## src/rtl/alu_seq_pkg.sv

```systemverilog
// Shared definitions for the ALU sequencer: opcodes, FSM states, flag bit
// indices and instruction field positions.
// Optional build macro: ALU_SEQ_MULDIV_STALL_EN (adds the STALL state).
package alu_seq_pkg;

    localparam int OPC_W   = 5;
    localparam int NUM_OPS = 19;

    localparam logic [OPC_W-1:0] OP_NOP = 5'd0;
    localparam logic [OPC_W-1:0] OP_ADD = 5'd1;
    localparam logic [OPC_W-1:0] OP_SUB = 5'd2;
    localparam logic [OPC_W-1:0] OP_ADC = 5'd3;
    localparam logic [OPC_W-1:0] OP_SBB = 5'd4;
    localparam logic [OPC_W-1:0] OP_MUL = 5'd5;
    localparam logic [OPC_W-1:0] OP_DIV = 5'd6;
    localparam logic [OPC_W-1:0] OP_INC = 5'd7;
    localparam logic [OPC_W-1:0] OP_DEC = 5'd8;
    localparam logic [OPC_W-1:0] OP_SHL = 5'd9;
    localparam logic [OPC_W-1:0] OP_SHR = 5'd10;
    localparam logic [OPC_W-1:0] OP_NOT = 5'd11;
    localparam logic [OPC_W-1:0] OP_NEG = 5'd12;
    localparam logic [OPC_W-1:0] OP_AND = 5'd13;
    localparam logic [OPC_W-1:0] OP_OR  = 5'd14;
    localparam logic [OPC_W-1:0] OP_JMP = 5'd15;
    localparam logic [OPC_W-1:0] OP_JA  = 5'd16;
    localparam logic [OPC_W-1:0] OP_JB  = 5'd17;
    localparam logic [OPC_W-1:0] OP_JE  = 5'd18;

    // Architectural flag bit positions
    localparam int FLAG_CF = 0;
    localparam int FLAG_PF = 1;
    localparam int FLAG_ZF = 2;
    localparam int FLAG_SF = 3;
    localparam int FLAG_OF = 4;

    // Instruction field positions
    localparam int OPC_MSB  = 15;
    localparam int OPC_LSB  = 11;
    localparam int TGT1_MSB = 10;
    localparam int TGT1_LSB = 7;
    localparam int TGT2_MSB = 6;
    localparam int TGT2_LSB = 3;

    typedef enum logic [2:0] {
        ST_IDLE   = 3'd0,
        ST_DECODE = 3'd1,
        ST_EXEC   = 3'd2,
        ST_WB     = 3'd3
`ifdef ALU_SEQ_MULDIV_STALL_EN
        ,
        ST_STALL  = 3'd4
`endif
    } state_e;

endpackage

```

## src/rtl/alu_seq_decode.sv

```systemverilog
// Combinational opcode decoder: one-hot strobe vector plus class flags.
module alu_seq_decode
    import alu_seq_pkg::*;
(
    input  logic [OPC_W-1:0]   opcode,
    output logic [NUM_OPS-1:0] onehot,
    output logic               legal,
    output logic               is_wb,
    output logic               is_r1,
    output logic               is_jump,
    output logic               is_flag
);

    // Bit 0 (NOP) never strobes the ALU
    assign onehot[0] = 1'b0;

    genvar gi;
    generate
        for (gi = 1; gi < NUM_OPS; gi = gi + 1) begin : g_onehot
            assign onehot[gi] = (opcode == OPC_W'(gi));
        end
    endgenerate

    // Opcode class decode
    always_comb begin
        legal   = (opcode < OPC_W'(NUM_OPS));
        is_wb   = (opcode >= OP_ADD) && (opcode <= OP_OR);
        is_r1   = (opcode == OP_MUL) || (opcode == OP_DIV);
        is_jump = (opcode >= OP_JMP) && (opcode <= OP_JE);
        is_flag = is_wb;
    end

endmodule

```

## src/rtl/alu_sequencer.sv

```systemverilog
// Four-phase ALU instruction sequencer: IDLE -> DECODE -> EXEC -> WB.
// Optional build macro: ALU_SEQ_MULDIV_STALL_EN adds a STALL phase after EXEC
// for MUL/DIV lasting MULDIV_STALL cycles.
module alu_sequencer
    import alu_seq_pkg::*;
#(
    parameter int MULDIV_STALL = 2
) (
    input  logic                clk,
    input  logic                rst,
    input  logic                instr_valid,
    output logic                instr_ready,
    input  logic [15:0]         instr,
    output logic [NUM_OPS-1:0]  op_stb,
    output logic [3:0]          tgt1,
    output logic [3:0]          tgt2,
    output logic                ealu,
    output logic [7:0]          flags_in,
    input  logic [7:0]          alu_flags,
    input  logic                alu_ij,
    input  logic [7:0]          alu_dout,
    input  logic [7:0]          alu_dout_r1,
    output logic                wb_en,
    output logic                wb_r1_en,
    output logic [7:0]          wb_data,
    output logic [7:0]          wb_r1_data,
    output logic                pc_load,
    output logic [7:0]          pc_target,
    output logic                done,
    output logic                illegal
);

    state_e           state_q, state_d;
    logic [OPC_W-1:0] opc_q, opc_d;
    logic [3:0]       tgt1_q, tgt1_d, tgt2_q, tgt2_d;
    logic [7:0]       dout_q, dout_d, dout_r1_q, dout_r1_d;
    logic [4:0]       aflags_q, aflags_d;
    logic             ij_q, ij_d;
    logic [4:0]       flags_q, flags_d;
    logic             illegal_q, illegal_d;
    logic             capture;

    logic [NUM_OPS-1:0] dec_onehot;
    logic dec_legal, dec_is_wb, dec_is_r1, dec_is_jump, dec_is_flag;

    // Reserved instruction bits and the upper ALU flag bits carry no state
    logic unused_bits;
    assign unused_bits = ^{instr[2:0], alu_flags[7:5]};

    // The stall depth only affects the stall build; the range 1..7 fits the 3-bit counter
    generate
        if (MULDIV_STALL < 1 || MULDIV_STALL > 7) begin : g_stall_out_of_range
        end
    endgenerate

    alu_seq_decode u_decode (
        .opcode  (opc_q),
        .onehot  (dec_onehot),
        .legal   (dec_legal),
        .is_wb   (dec_is_wb),
        .is_r1   (dec_is_r1),
        .is_jump (dec_is_jump),
        .is_flag (dec_is_flag)
    );

`ifdef ALU_SEQ_MULDIV_STALL_EN
    logic [2:0] stall_cnt_q, stall_cnt_d;
`endif

    // Next-state logic; capture marks the cycle whose end latches ALU results
    always_comb begin
        state_d   = state_q;
        capture   = 1'b0;
        illegal_d = 1'b0;
`ifdef ALU_SEQ_MULDIV_STALL_EN
        stall_cnt_d = stall_cnt_q;
`endif
        case (state_q)
            ST_IDLE: begin
                if (instr_valid) state_d = ST_DECODE;
            end
            ST_DECODE: begin
                if (dec_legal) begin
                    state_d = ST_EXEC;
                end else begin
                    state_d   = ST_IDLE;
                    illegal_d = 1'b1;
                end
            end
            ST_EXEC: begin
`ifdef ALU_SEQ_MULDIV_STALL_EN
                if (dec_is_r1) begin
                    state_d     = ST_STALL;
                    stall_cnt_d = 3'd0;
                end else begin
                    state_d = ST_WB;
                    capture = 1'b1;
                end
`else
                state_d = ST_WB;
                capture = 1'b1;
`endif
            end
`ifdef ALU_SEQ_MULDIV_STALL_EN
            ST_STALL: begin
                if (stall_cnt_q == 3'(MULDIV_STALL - 1)) begin
                    state_d = ST_WB;
                    capture = 1'b1;
                end else begin
                    stall_cnt_d = stall_cnt_q + 3'd1;
                end
            end
`endif
            ST_WB: begin
                state_d = ST_IDLE;
            end
            default: begin
                state_d = ST_IDLE;
            end
        endcase
    end

    // Datapath next values: instruction latch, ALU result capture, flag update
    always_comb begin
        opc_d     = opc_q;
        tgt1_d    = tgt1_q;
        tgt2_d    = tgt2_q;
        dout_d    = dout_q;
        dout_r1_d = dout_r1_q;
        aflags_d  = aflags_q;
        ij_d      = ij_q;
        flags_d   = flags_q;
        if (state_q == ST_IDLE && instr_valid) begin
            opc_d  = instr[OPC_MSB:OPC_LSB];
            tgt1_d = instr[TGT1_MSB:TGT1_LSB];
            tgt2_d = instr[TGT2_MSB:TGT2_LSB];
        end
        if (capture) begin
            dout_d    = alu_dout;
            dout_r1_d = alu_dout_r1;
            aflags_d  = alu_flags[FLAG_OF:FLAG_CF];
            ij_d      = alu_ij;
        end
        if (state_q == ST_WB && dec_is_flag) begin
            flags_d = aflags_q;
        end
    end

    // State and datapath registers with synchronous reset
    always_ff @(posedge clk) begin
        if (rst) begin
            state_q   <= ST_IDLE;
            opc_q     <= '0;
            tgt1_q    <= '0;
            tgt2_q    <= '0;
            dout_q    <= '0;
            dout_r1_q <= '0;
            aflags_q  <= '0;
            ij_q      <= 1'b0;
            flags_q   <= '0;
            illegal_q <= 1'b0;
        end else begin
            state_q   <= state_d;
            opc_q     <= opc_d;
            tgt1_q    <= tgt1_d;
            tgt2_q    <= tgt2_d;
            dout_q    <= dout_d;
            dout_r1_q <= dout_r1_d;
            aflags_q  <= aflags_d;
            ij_q      <= ij_d;
            flags_q   <= flags_d;
            illegal_q <= illegal_d;
        end
    end

`ifdef ALU_SEQ_MULDIV_STALL_EN
    // Stall cycle counter
    always_ff @(posedge clk) begin
        if (rst) stall_cnt_q <= 3'd0;
        else     stall_cnt_q <= stall_cnt_d;
    end
`endif

    // Output decode; everything not asserted is driven to zero
    always_comb begin
        instr_ready = (state_q == ST_IDLE) && !rst;
        op_stb      = '0;
        ealu        = 1'b0;
        wb_en       = 1'b0;
        wb_r1_en    = 1'b0;
        wb_data     = 8'h00;
        wb_r1_data  = 8'h00;
        pc_load     = 1'b0;
        pc_target   = 8'h00;
        done        = 1'b0;
        illegal     = illegal_q;
        tgt1        = tgt1_q;
        tgt2        = tgt2_q;
        flags_in    = {3'b000, flags_q};
        case (state_q)
            ST_EXEC: begin
                op_stb = dec_onehot;
                ealu   = 1'b1;
            end
`ifdef ALU_SEQ_MULDIV_STALL_EN
            ST_STALL: begin
                op_stb = dec_onehot;
                ealu   = 1'b1;
            end
`endif
            ST_WB: begin
                done = 1'b1;
                if (dec_is_wb) begin
                    wb_en   = 1'b1;
                    wb_data = dout_q;
                end
                if (dec_is_r1) begin
                    wb_r1_en   = 1'b1;
                    wb_r1_data = dout_r1_q;
                end
                if (dec_is_jump && ij_q) begin
                    pc_load   = 1'b1;
                    pc_target = dout_q;
                end
            end
            default: begin
            end
        endcase
    end

endmodule
```

## config.mk

```make
export PLATFORM = sky130hd
export DESIGN_NAME = alu_sequencer
export DESIGN_NICKNAME = d
export VERILOG_FILES = /design/src/rtl/alu_seq_pkg.sv /design/src/rtl/alu_seq_decode.sv /design/src/rtl/alu_sequencer.sv
export SDC_FILE = /design/constraint.sdc
export NUM_CORES = 1
export LEC_CHECK = 0
export BUFFER_PORTS_ARGS = -buffer_cell sky130_fd_sc_hd__buf_2
export CAP_MARGIN = 10
export CELL_PAD_IN_SITES_DETAIL_PLACEMENT = 0
export CELL_PAD_IN_SITES_GLOBAL_PLACEMENT = 1
export CORE_AREA = 2 2 85 87
export CTS_CLUSTER_DIAMETER = 60
export DETAILED_ROUTE_END_ITERATION = 16
export DIE_AREA = 0 0 87 89
export PLACE_DENSITY = 0.88
export SLEW_MARGIN = 0
export SYNTH_ARGS = -nofsm -noshare
export SYNTH_HDL_FRONTEND = slang
export SYNTH_SLANG_ARGS = --single-unit
```

## constraint.sdc

```tcl
create_clock -name clk -period 2 [get_ports clk]
set_input_delay 0.4 -clock clk [delete_from_list [all_inputs] [get_ports clk]]
set_output_delay 0.4 -clock clk [all_outputs]
set_load 0.02 [all_outputs]
```

# --- After elaboration in Yosys (flattened, before gate mapping) ---
# Cells that the tools add are included.
# Widths: inputs -> output; s select.
classes:
  muxes: 19
  n_bitwise: 1
  magnitude_cmp: 5
  eq_ne: 22
  reduce_logical: 10
op_table:
  columns: ["operator", "count"]
  rows:
  - ["$mux 8", 6]
  - ["$eq 5x4->1 const B", 8]
  - ["$eq 5x3->1 const B", 4]
  - ["$mux 19", 1]
  - ["$eq 5x5->1 const B", 3]
  - ["$eq 5x2->1 const B", 2]
  - ["$mux 1", 9]
  - ["$pmux 3 s3", 1]
  - ["$eq 3x2->1 const B", 2]
  - ["$logic_and 1x1->1", 6]
  - ["$eq 5x1->1 const B", 1]
  - ["$ge 5x1->1 const B", 1]
  - ["$ge 5x4->1 const B", 1]
  - ["$le 5x4->1 const B", 1]
  - ["$le 5x5->1 const B", 1]
  - ["$lt 5x5->1 const B", 1]
  - ["$eq 3x1->1 const B", 1]
  - ["$logic_not 3->1", 1]
  - ["$mux 3", 1]
  - ["$mux 2", 1]
  - ["$ne 2x2->1 const B", 1]
  - ["$reduce_or 2->1", 1]
  - ["$logic_not 1->1", 1]
  - ["$logic_or 1x1->1", 1]
  - ["$not 1->1", 1]
totals:
  ff_bits: 44
  out_inout_bits: 66
  word_cells: 67
  in_bits: 44

# --- Longest topological paths before layout ---
depth:
  word_depth: 5
  mapped_depth: 7

# --- Cells and area by module ---
# From an unflattened synthesis, not the netlist that was laid out.
unflattened:
  hier_cells: 285
  hier_area_um2: 2113.3
by_module_without_submodules:
  columns: ["module", "n_inst", "area_per_inst_um2", "cells_per_inst"]
  rows:
  - ["alu_sequencer", 1, 1860.5, 245]
  - ["alu_seq_decode", 1, 252.7, 40]

# --- Least setup slack after synthesis ---
# OpenSTA, ideal clock, no wires.
synth_timing:
  path_kind: "register to output"
  startpoint: "register state_q[1]"
  endpoint: "output wb_r1_data[0]"
  t_arrival_ps: 1612
  slack_ps: -12
  stages_incl_launch_ff: 5
  required_time_ps: 1600
  path_cell_list: "dfxtp_1 buf_2 nand2_1 nor4_2 and2_1"
synth_via:
  elab_chain_len: 2
synth_lines:
  columns: ["element", "line_no", "rtl"]
  rows:
  - ["from (decl)", "alu_sequencer.sv:33", "state_e state_q, state_d;"]
  - ["from (signal assigned)", "alu_sequencer.sv:163", "state_q <= state_d;"]
  - ["$eq 3x2->1", "alu_sequencer.sv:200", "case (state_q)"]
  - ["$mux 8", "alu_sequencer.sv:200", null]
  - ["to (decl)", "alu_sequencer.sv:26", "output logic [7:0] wb_r1_data,"]
# No other way between the ends.

# --- Worst setup path after layout ---
layout_timing:
  startpoint: "register opc_q[0]"
  endpoint: "output pc_target[5]"
layout_via:
  elab_chain_len: 5
  elab_cells_between_ends: 6
  cone_classes: "order compare (2); mux (2); reduce/logical (2)"
layout_lines:
  columns: ["element", "line_no", "rtl"]
  rows:
  - ["from (decl)", "alu_sequencer.sv:34", "logic [OPC_W-1:0] opc_q, opc_d;"]
  - ["from (signal assigned)", "alu_sequencer.sv:164", "opc_q <= opc_d;"]
  - ["$ge 5x4->1 or $le 5x5->1 (tied branches)", "alu_seq_decode.sv:29", "is_jump = (opcode >= OP_JMP) && (opcode <= OP_JE);"]
  - ["$logic_and 1x1->1 *", "alu_seq_decode.sv:29", null]
  - ["$logic_and 1x1->1 *", "alu_sequencer.sv:221", "if (dec_is_jump && ij_q) begin"]
  - ["$mux 8 *", "alu_sequencer.sv:221", null]
  - ["$mux 8 *", "alu_sequencer.sv:200", null]
  - ["to (decl)", "alu_sequencer.sv:28", "output logic [7:0] pc_target,"]
# Every way passes the cells marked *; elsewhere a longest branch is shown, timed or not.

==> results.py <==
metrics = {
    "yosys": {
        "synth.most_common_cell": "nand2_1",
        "ys_seq_area_share_pct": 43.27,
        "ys_async_sr_fraction_pct": 0,
        "synthTopCellsByArea": "dfxtp_1 43%, nand2_1 14%, a21oi_1 9.1%",
        "synthCells": 262,
        "synth.avg_cell_area_sq_um": 7.593,
        "ys_warn_count": 0,
        "syn_area_sq_um": 1989,
        "synth_top_area_share_pct": 43.27,
        "ys_ff_latch": 43,
        "ys_types": 29,
        "yosys.area.top_type": "dfxtp_1",
        "synth_edf_count": 0,
        "synth_common_cells": "74 x nand2_1, 43 x dfxtp_1, 36 x a21oi_1",
        "ys.flop_type": "dfxtp_1",
    },
    "power": {
        "leakagePower_uw": 0.001320,
        "p_per_area_nw_per_um2": 639.5,
        "ir_drop_v": 0.0003328,
        "finalPower_uw": 1870,
    },
    "placed_design": {
        "place_hpwl_microns": 3793,
        "gp_congestion": 0.7367,
        "place_inst": 436,
        "port_buffers": 99,
        "place_area_sq_um": 2595,
    },
    "cts": {
        "cts_made_buffers": 5,
        "cts_num_sinks": 43,
        "clockBufferDepth": 2,
        "cts_tree": "yes",
        "cts-root-buf": "clkbuf_8",
        "cts_max_level": 2,
        "clock_latency_ns": 0.29,
        "path_clk_slew_ns": 0.08,
    },
    "critical_path": {
        "critPathTopFamily": "compound AO/OA/AOI/OAI gates",
        "critPathBufInv": 2,
        "critPathKind": "register to primary output",
        "crit_arrival_ns": 1.68,
        "worst_setup_path_end_kind": "primary output",
        "worstSetupStartpoint": "opc_q[0]",
        "crit_chain": "a211o_1 > a211oi_4 > buf_2 > and2_4 > buf_6",
        "worstPathRequired_ns": 1.60,
        "r2r-start": "opc_q[4]",
        "cpPeakStageDelay_ns": 0.36,
        "cp_max_fo": 5,
        "cp_slowest_cell": "dfxtp_4",
        "worst_setup_path_start_kind": "register",
    },
    "layout": {
        "fill_cells": 703,
        "layout.cells.non_filler": 449,
        "drive_above_1_share_pct": 40.92,
        "final_util_pct": 43.52,
        "fin_area_sq_um": 2924,
        "n_antenna_cell": 0,
        "multi_input_area_sq_um": 1085,
        "nNetsFinal": 413,
        "area_growth_syn_to_layout_pct": 46.98,
        "regArea_sq_um": 879.6,
    },
    "drt": {
        "routed_via_density": 4.468,
        "avgRoutedWirePerCell_microns": 12.26,
        "finalWirelength_microns": 5503,
        "vias": 2006,
        "drtPass1Iterations": 4,
        "drc": 0,
        "drt_iter0_drc": 66,
        "detail-route-antenna-nets": 0,
    },
    "sta": {
        "finalCritPeriodShare_pct": 104.2,
        "setup_slack_ns": -0.08324,
        "clock_skew_ns": 0.01204,
        "drv_slew": 0,
        "hold_violations": 0,
        "setup_viol_count_final": 12,
        "fmax_mhz": 480.0,
        "min_period_ns": 2.083,
        "rsz0062_at_grt": "yes",
    },
    "floorplanning": {
        "io_pins": 110,
        "start_util_pct": 29.61,
        "fp.dieArea_sq_um": 7743,
        "die_x_microns": 87,
        "core-area_sq_um": 6719,
        "rows": 30,
        "die_y_microns": 89,
    },
    "grt": {
        "met2_usage_pct": 24.36,
        "use_met3_pct": 3.970,
        "grt_start_max_net_pins": 49,
        "antenna_found_initial": 0,
        "grt_pass1_wl_microns": 8521,
        "track_usage_pct": 14.10,
        "grt-ovfl-total": 0,
        "grt_pass1_vias": 1779,
        "grt-busiest-layer": "met2",
        "grt_use_met1_pct": 17.07,
    },
    "outcome": {
        "violations": "setup timing",
        "outcome": "complete, but fails checks",
    },
    "run": {
        "maxCapViolations": 0,
    },
    "min_path": {
        "worstHoldStart": "instr[11]",
        "min_path_type": "primary input to register",
    },
}
## where the power goes
group	total (uW)	internal (uW)	switching (uW)	leakage, uW
Clock	647	366	281	0.0000513
Sequential	932	899	33.2	0.000354
Combinational	290	119	171	0.000915
## layout make-up
cell class                 instances  area share, %
multi-input combinational        198          37.10
clock inverter                     1          1.027
tap                               80          3.423
clock buffer                       6          2.482
timing repair buffer             118          25.50
inverter                           3         0.3851
sequential                        43          30.08
## cells in the final DEF (no fill, tap or decap), drive strengths merged
master     n
or2        1
clkinv     1
xnor2      1
buf      118
or3b       2
nand2b    12
a41oi      1
and2      24
nand3      3
inv        2
nor2      18
dfxtp     43
or3        1
nand3b     2
clkbuf     6
bufinv     1
nand2     74
a211o      2
and4       1
a2111oi    1
nor4       2
a211oi     1
nor3b      3
a21oi     36
conb       4
nor3       4
mux2i      5
## what timing repair did
item                       CTS  global route
setup endpoints to repair   46            29
hold buffers                 0             0
pin swaps                    9             3
resized for setup           37            29
setup buffers                3             1
cloned                       2             0
## tightest hold or removal path, delay by kind of cell
kind,cells,cell delay (ns)
AND/OR/NAND/NOR,1,0.04
AO/OA/AOI/OAI,1,0.05
buffers and inverters,1,0.09
## registers in the layout (all words and copies together), names as in the netlist, 2 cells and up
signal	count
dout_r1_q	8
dout_q	8
flags_q	5
state_q	2
tgt1	4
tgt2	4
aflags_q	5
opc_q	5
## through the flow
stage | hold slack (ns) | setup TNS [ns] | setup WS [ns]
final | 0.3275 | -0.7386 | -0.08324
after global routing | 0.3078 | -2.481 | -0.1891
after CTS | 0.3195 | -1.376 | -0.1229
after floorplan | 0.4317 | 0 | 0.08017
after global placement | 0.4381 | 0 | 0.1233
after detailed placement | 0.4421 | 0 | 0.07817
## per-layer routing
metal / part of all wire [%] / up-vias / wire [microns]
li1: - / 1049 / -
met1: 44 / 894 / 2440
met2: 49 / 61 / 2697
met3: 5.9 / 2 / 324
met4: 0.73 / 0 / 40
met5: 0 / - / 0
## logic make-up after synthesis
group / count (synthesis) / share of synthesized area, %
xor gates and xnor gates: 1 / 0.4403
buffers and inverters: 24 / 5.975
other: 1 / 0.1885
muxes: 5 / 2.516
and+or+nand+nor: 147 / 35.22
DFF: 43 / 43.27
AOI/OAI and AO/OA: 41 / 12.39
## final timing paths
| kind | end | slack (ns) | cells past startpoint |
|---|---|---|---|
| max reg2reg | flags_q[2] | 0.50 | 5 |
| min reg2reg | dout_r1_q[5] | 0.45 | 2 |
| min | opc_q[0] | 0.33 | 3 |
| max | pc_target[5] | -0.08 | 5 |
No activity file was read; power rests on OpenSTA's default activity.
